--- src/rtl/eight_bit_select_subtractor.sv ---
// rtl/eight_bit_select_subtractor.sv - pipelined 8-bit borrow-select subtractor
//
// Purpose:
//    Computes (A - B - Bin) mod 256 and the borrow-out over three pipeline
//    stages: input register, low-nibble subtract with both high-nibble
//    candidates precomputed, and final borrow select. A valid bit travels
//    with the data; en = 0 freezes every stage.
//
// Optional feature:
//    SUB_OVF_EN - when defined, output_ovf reports signed overflow aligned
//                 with output_diff; when undefined, output_ovf is tied to 0.
//
// Ports:
//    clk          in   rising-edge clock
//    reset_n      in   asynchronous active-low reset
//    en           in   pipeline advance (0 = all stages hold)
//    in_valid     in   A/B/Bin qualify this cycle
//    A            in   [7:0] minuend, unsigned
//    B            in   [7:0] subtrahend, unsigned
//    Bin          in   borrow-in
//    output_diff  out  [7:0] (A - B - Bin) mod 256
//    output_Bout  out  borrow-out, 1 when A < B + Bin
//    output_ovf   out  signed overflow (SUB_OVF_EN builds only, else 0)
//    out_valid    out  outputs qualify this cycle

module eight_bit_select_subtractor (
   input  logic       clk,
   input  logic       reset_n,
   input  logic       en,
   input  logic       in_valid,
   input  logic [7:0] A,
   input  logic [7:0] B,
   input  logic       Bin,
   output logic [7:0] output_diff,
   output logic       output_Bout,
   output logic       output_ovf,
   output logic       out_valid
);

   // Stage 0: input register
   logic [7:0] a_q;
   logic [7:0] b_q;
   logic       bin_q;
   logic       v0_q;

   // Stage 1: low nibble result plus both high-nibble candidates.
   // Candidates are {borrow_out, nibble}.
   logic [3:0] d_lo_q,  d_lo_d;
   logic       b4_q,    b4_d;
   logic [4:0] hi0_q,   hi0_d;
   logic [4:0] hi1_q,   hi1_d;
   logic       v1_q;

   // Stage 2: selected result
   logic [7:0] diff_q,  diff_d;
   logic       bout_q,  bout_d;
   logic       v2_q;

   logic [4:0] lo_full;
   logic [4:0] hi_sel;

   always_comb begin
      lo_full = {1'b0, a_q[3:0]} - {1'b0, b_q[3:0]} - {4'b0000, bin_q};
      d_lo_d  = lo_full[3:0];
      b4_d    = lo_full[4];
      // Bit 4 of a 5-bit difference is the borrow out of the nibble.
      hi0_d   = {1'b0, a_q[7:4]} - {1'b0, b_q[7:4]};
      hi1_d   = {1'b0, a_q[7:4]} - {1'b0, b_q[7:4]} - 5'd1;
   end

   always_comb begin
      hi_sel = b4_q ? hi1_q : hi0_q;
      diff_d = {hi_sel[3:0], d_lo_q};
      bout_d = hi_sel[4];
   end

   always_ff @(posedge clk or negedge reset_n) begin
      if (!reset_n) begin
         a_q    <= 8'h00;
         b_q    <= 8'h00;
         bin_q  <= 1'b0;
         v0_q   <= 1'b0;
         d_lo_q <= 4'h0;
         b4_q   <= 1'b0;
         hi0_q  <= 5'h00;
         hi1_q  <= 5'h00;
         v1_q   <= 1'b0;
         diff_q <= 8'h00;
         bout_q <= 1'b0;
         v2_q   <= 1'b0;
      end else if (en) begin
         // Data registers load even on bubbles; only the valid bit matters.
         a_q    <= A;
         b_q    <= B;
         bin_q  <= Bin;
         v0_q   <= in_valid;
         d_lo_q <= d_lo_d;
         b4_q   <= b4_d;
         hi0_q  <= hi0_d;
         hi1_q  <= hi1_d;
         v1_q   <= v0_q;
         diff_q <= diff_d;
         bout_q <= bout_d;
         v2_q   <= v1_q;
      end
   end

   assign output_diff = diff_q;
   assign output_Bout = bout_q;
   assign out_valid   = v2_q;

`ifdef SUB_OVF_EN
   // Operand sign bits ride along stage 1 so the flag lines up with diff.
   logic a7_q;
   logic b7_q;
   logic ovf_q, ovf_d;

   always_comb begin
      ovf_d = (a7_q != b7_q) && (hi_sel[3] != a7_q);
   end

   always_ff @(posedge clk or negedge reset_n) begin
      if (!reset_n) begin
         a7_q  <= 1'b0;
         b7_q  <= 1'b0;
         ovf_q <= 1'b0;
      end else if (en) begin
         a7_q  <= a_q[7];
         b7_q  <= b_q[7];
         ovf_q <= ovf_d;
      end
   end

   assign output_ovf = ovf_q;
`else
   assign output_ovf = 1'b0;
`endif

endmodule

--- config.mk ---
export PLATFORM = sky130hd
export DESIGN_NAME = eight_bit_select_subtractor
export DESIGN_NICKNAME = d
export VERILOG_FILES = /design/src/rtl/eight_bit_select_subtractor.sv
export SDC_FILE = /design/constraint.sdc
export NUM_CORES = 1
export LEC_CHECK = 0
export CAP_MARGIN = 20
export CORE_MARGIN = 8
export CORE_UTILIZATION = 53
export CTS_CLUSTER_DIAMETER = 50
export DETAILED_ROUTE_END_ITERATION = 7
export PLACE_DENSITY = 0.89
export SYNTH_ARGS = -nofsm -noshare
export SYNTH_HDL_FRONTEND = slang
export SYNTH_SLANG_ARGS = --single-unit
--- constraint.sdc ---
create_clock -name clk -period 2.3 [get_ports clk]
set_input_delay 0.46 -clock clk [delete_from_list [all_inputs] [get_ports clk]]
set_output_delay 0.46 -clock clk [all_outputs]
set_load 0.1 [all_outputs]
==> impl_metrics.json <==
{
  "syn_avg_cell_area_um2": 11.9,
  "core_um2": 3910,
  "ant_nets": 0,
  "power_switching_share": 0.420,
  "die-area_um2": 6270,
  "synth_area_um2": 2110,
  "hold_buffers": 0,
  "cts.repair.resized": 0,
  "synthCells": 178,
  "io_buffers": 30,
  "yosysWarnings": 0,
  "drive_gt1_frac": 0.227,
  "vias": 1334,
  "ir_drop_v": 0.000858,
  "switching_power_mw": 1.13,
  "synthArstFlopShare": 1.00,
  "crit_chain": "inv_1 > ha_1 > inv_1 > fa_1 > inv_1 > ha_1 > nand2_1 > a211oi_1 > nand4b_1 > o311ai_1",
  "diodes": 0,
  "cts_max_path_buffers": 2,
  "p_leak_nw": 1.16,
  "combPwrFrac": 0.430,
  "cts_inserted_buffers": 5,
  "num_rows": 23,
  "final_cells": 261,
  "gp_congestion": 0.880,
  "clk_latency_ns": 0.29,
  "crit_arrival_ns": 2.21,
  "reg2reg_depth": 10,
  "drtIter0Drc": 49,
  "synthTopCellsByArea": "dfrtp_1 (52%), mux2_2 (12%), ha_1 (6.5%), mux2i_1 (3.3%), fa_1 (2.8%)",
  "fillers": 340,
  "track_usage": 0.138,
  "syn_to_final_growth_pct": 18.9,
  "drt_pass1_iterations": 4,
  "hold_path_class": "input pin to async pin",
  "cts_tree": "built",
  "p_clk_frac": 0.167,
  "setup_viol": 0,
  "via_per_inst": 5.11,
  "hpwlAfterDp_mm": 2.83,
  "min_period_ns": 2.05,
  "slowest_stage": "fa_1",
  "synthTopCellsByCount": "dfrtp_1 (44), mux2_2 (23), inv_1 (16)",
  "cts_sinks": 44,
  "overflow": 0,
  "hold_viol": 0,
  "final.setup.tns_ns": 0,
  "synth_top_area_share": 0.521,
  "ioPinCount": 32,
  "pwr-share-seq": 0.404,
  "ys_ff_latch": 44,
  "end_kind": "flop",
  "antenna_found_initial": 0,
  "root_buffer": "clkbuf_8",
  "finalCritPeriodShare": 0.890,
  "die_width_um": 79.2,
  "synth_most_common_cell": "dfrtp_1",
  "rsz0062_at_grt": "no",
  "final_core_util": 0.643,
  "grt_pass1_vias": 1538,
  "remaining_drc_errors": 0,
  "cpPeakStageDelay_ns": 0.44,
  "grt_pass1_wl_mm": 6.89,
  "initial_core_util": 0.540,
  "wirelength_mm": 3.81,
  "fmax_ghz": 0.489,
  "clock_skew_ns": 0.00709,
  "netlist.top_cell.by_area": "dfrtp_1",
  "die_h_um": 79.2,
  "critPathMostFrequentCell": "inv_1",
  "status": "finished clean",
  "h-tree-depth": 2,
  "cts.clk_slew.worst_paths_ns": 0.08,
  "start_kind": "flop",
  "drv_slew": 0,
  "critical_path_class": "flop to flop",
  "pwr_density_cell_nw_per_um2": 1070,
  "cap_violations": 0,
  "postCtsSetupRepairBufs": 0,
  "crit_required_ns": 2.47,
  "path_max_fanout": 4,
  "synth-edff-count": 0,
  "post_drt_wl_per_cell_um": 14.6,
  "synth_ff_type": "dfrtp_1",
  "ys_types": 29,
  "syn_nets": 213,
  "layout.nets": 246,
  "place_inst": 254,
  "grt_max_degree": 36,
  "synth-seq-area-share": 0.521,
  "p_int_mw": 1.56
}
==> cell usage in the layout, fill, tap and decap left out, drive strengths merged <==
cell / Yosys / layout
inv: 16 / 16
o21ai: 10 / 10
xnor3: 1 / 1
clkbuf: 4 / 6
buf: 5 / 17
nand4: 1 / 1
nor2b: 1 / 1
dfrtp: 44 / 44
a21oi: 11 / 11
clkdlybuf4s50: 0 / 18
nor2: 9 / 9
a211oi: 1 / 1
xnor2: 4 / 4
o311ai: 1 / 1
mux2: 23 / 23
fa: 3 / 3
mux2i: 7 / 7
conb: 1 / 1
nand3: 1 / 1
a21o: 1 / 1
ha: 11 / 11
nand3b: 2 / 2
nand2b: 4 / 4
nand2: 12 / 12
xor2: 3 / 3
clkinv: 0 / 1
a31oi: 1 / 1
nand4b: 1 / 1
==> logic make-up (layout without fill, tap and decap cells) <==
kind of cell | after synthesis | in the layout | share of synthesized area
flip-flops | 44 | 44 | 0.521
AND/OR/NAND/NOR | 31 | 31 | 0.0698
multiplexers | 30 | 30 | 0.156
AO/OA/AOI/OAI | 25 | 25 | 0.0645
buffers and inverters | 25 | 58 | 0.0544
adder cells (fa/ha/maj) | 14 | 14 | 0.0935
XOR/XNOR | 8 | 8 | 0.0396
other | 1 | 1 | 0.00177
==> worst paths after layout <==
check	startpoint	endpoint	slack [ns]
setup / recovery	a_q[4]	hi1_q[4]	0.25
hold / removal	reset_n	v1_q	0.08
setup reg to reg	a_q[4]	hi1_q[4]	0.25
hold reg to reg	v0_q	v1_q	0.51
max in group asynchronous	reset_n	a_q[6]	1.69
min in group clk	v0_q	v1_q	0.51
==> through the flow <==
stage          hold slack (ns)  power, mW  worst slack, ns  cell area, um2
6_report                0.0787       2.69            0.253            2510
5_1_grt                  0.110       2.85           0.0441            2510
4_1_cts                 0.0859       2.72            0.256            2510
3_5_place_dp             0.403       2.26            0.274            2440
3_3_place_gp             0.400       2.23            0.354            2440
2_1_floorplan            0.164       1.97            0.299            2110
==> area by class of cell <==
| type | instances | area, um2 | share of cell area |
|---|---|---|---|
| inverter | 16 | 60.1 | 0.0239 |
| multi-input combinational | 109 | 898 | 0.357 |
| clock inverter | 1 | 5.00 | 0.00199 |
| timing repair buffer | 35 | 315 | 0.125 |
| clock buffer | 6 | 72.6 | 0.0289 |
| tap | 50 | 62.6 | 0.0249 |
| sequential | 44 | 1100 | 0.438 |
==> state kept, by name, summed over array words and instances, names as in the netlist <==
| register | flops |
|---|---|
| hi1_q | 5 |
| hi0_q | 5 |
| b_q | 8 |
| v1_q | 1 |
| d_lo_q | 4 |
| a_q | 8 |
| b4_q | 1 |
| out_valid | 1 |
| output_Bout | 1 |
| v0_q | 1 |
| output_diff | 8 |
| bin_q | 1 |
==> worst max-delay path: cells and delay by family (launching register included) <==
| family | cells | cell delay (ns) |
|---|---|---|
| AOI/OAI and AO/OA | 2 | 0.29 |
| buffers and inverters | 3 | 0.22 |
| and+or+nand+nor | 2 | 0.22 |
| DFF | 1 | 0.39 |
| adders and majority gates | 3 | 0.81 |
==> power by group through the flow <==
stage          Sequential (mW)  Combinational [mW]  Clock (mW)
4_1_cts                   1.09                1.17       0.468
6_report                  1.08                1.15       0.448
5_1_grt                   1.11                1.24       0.490
3_3_place_gp              1.09                1.14           0
3_5_place_dp              1.10                1.16           0
2_1_floorplan             1.54               0.433           0
==> per-layer routing <==
metal	global-route usage	wire (um)
met1	0.161	1600
met2	0.233	1980
met3	0.0406	168
met4	0.0556	62
met5	0	0
No activity file was read; power rests on OpenSTA's default activity.
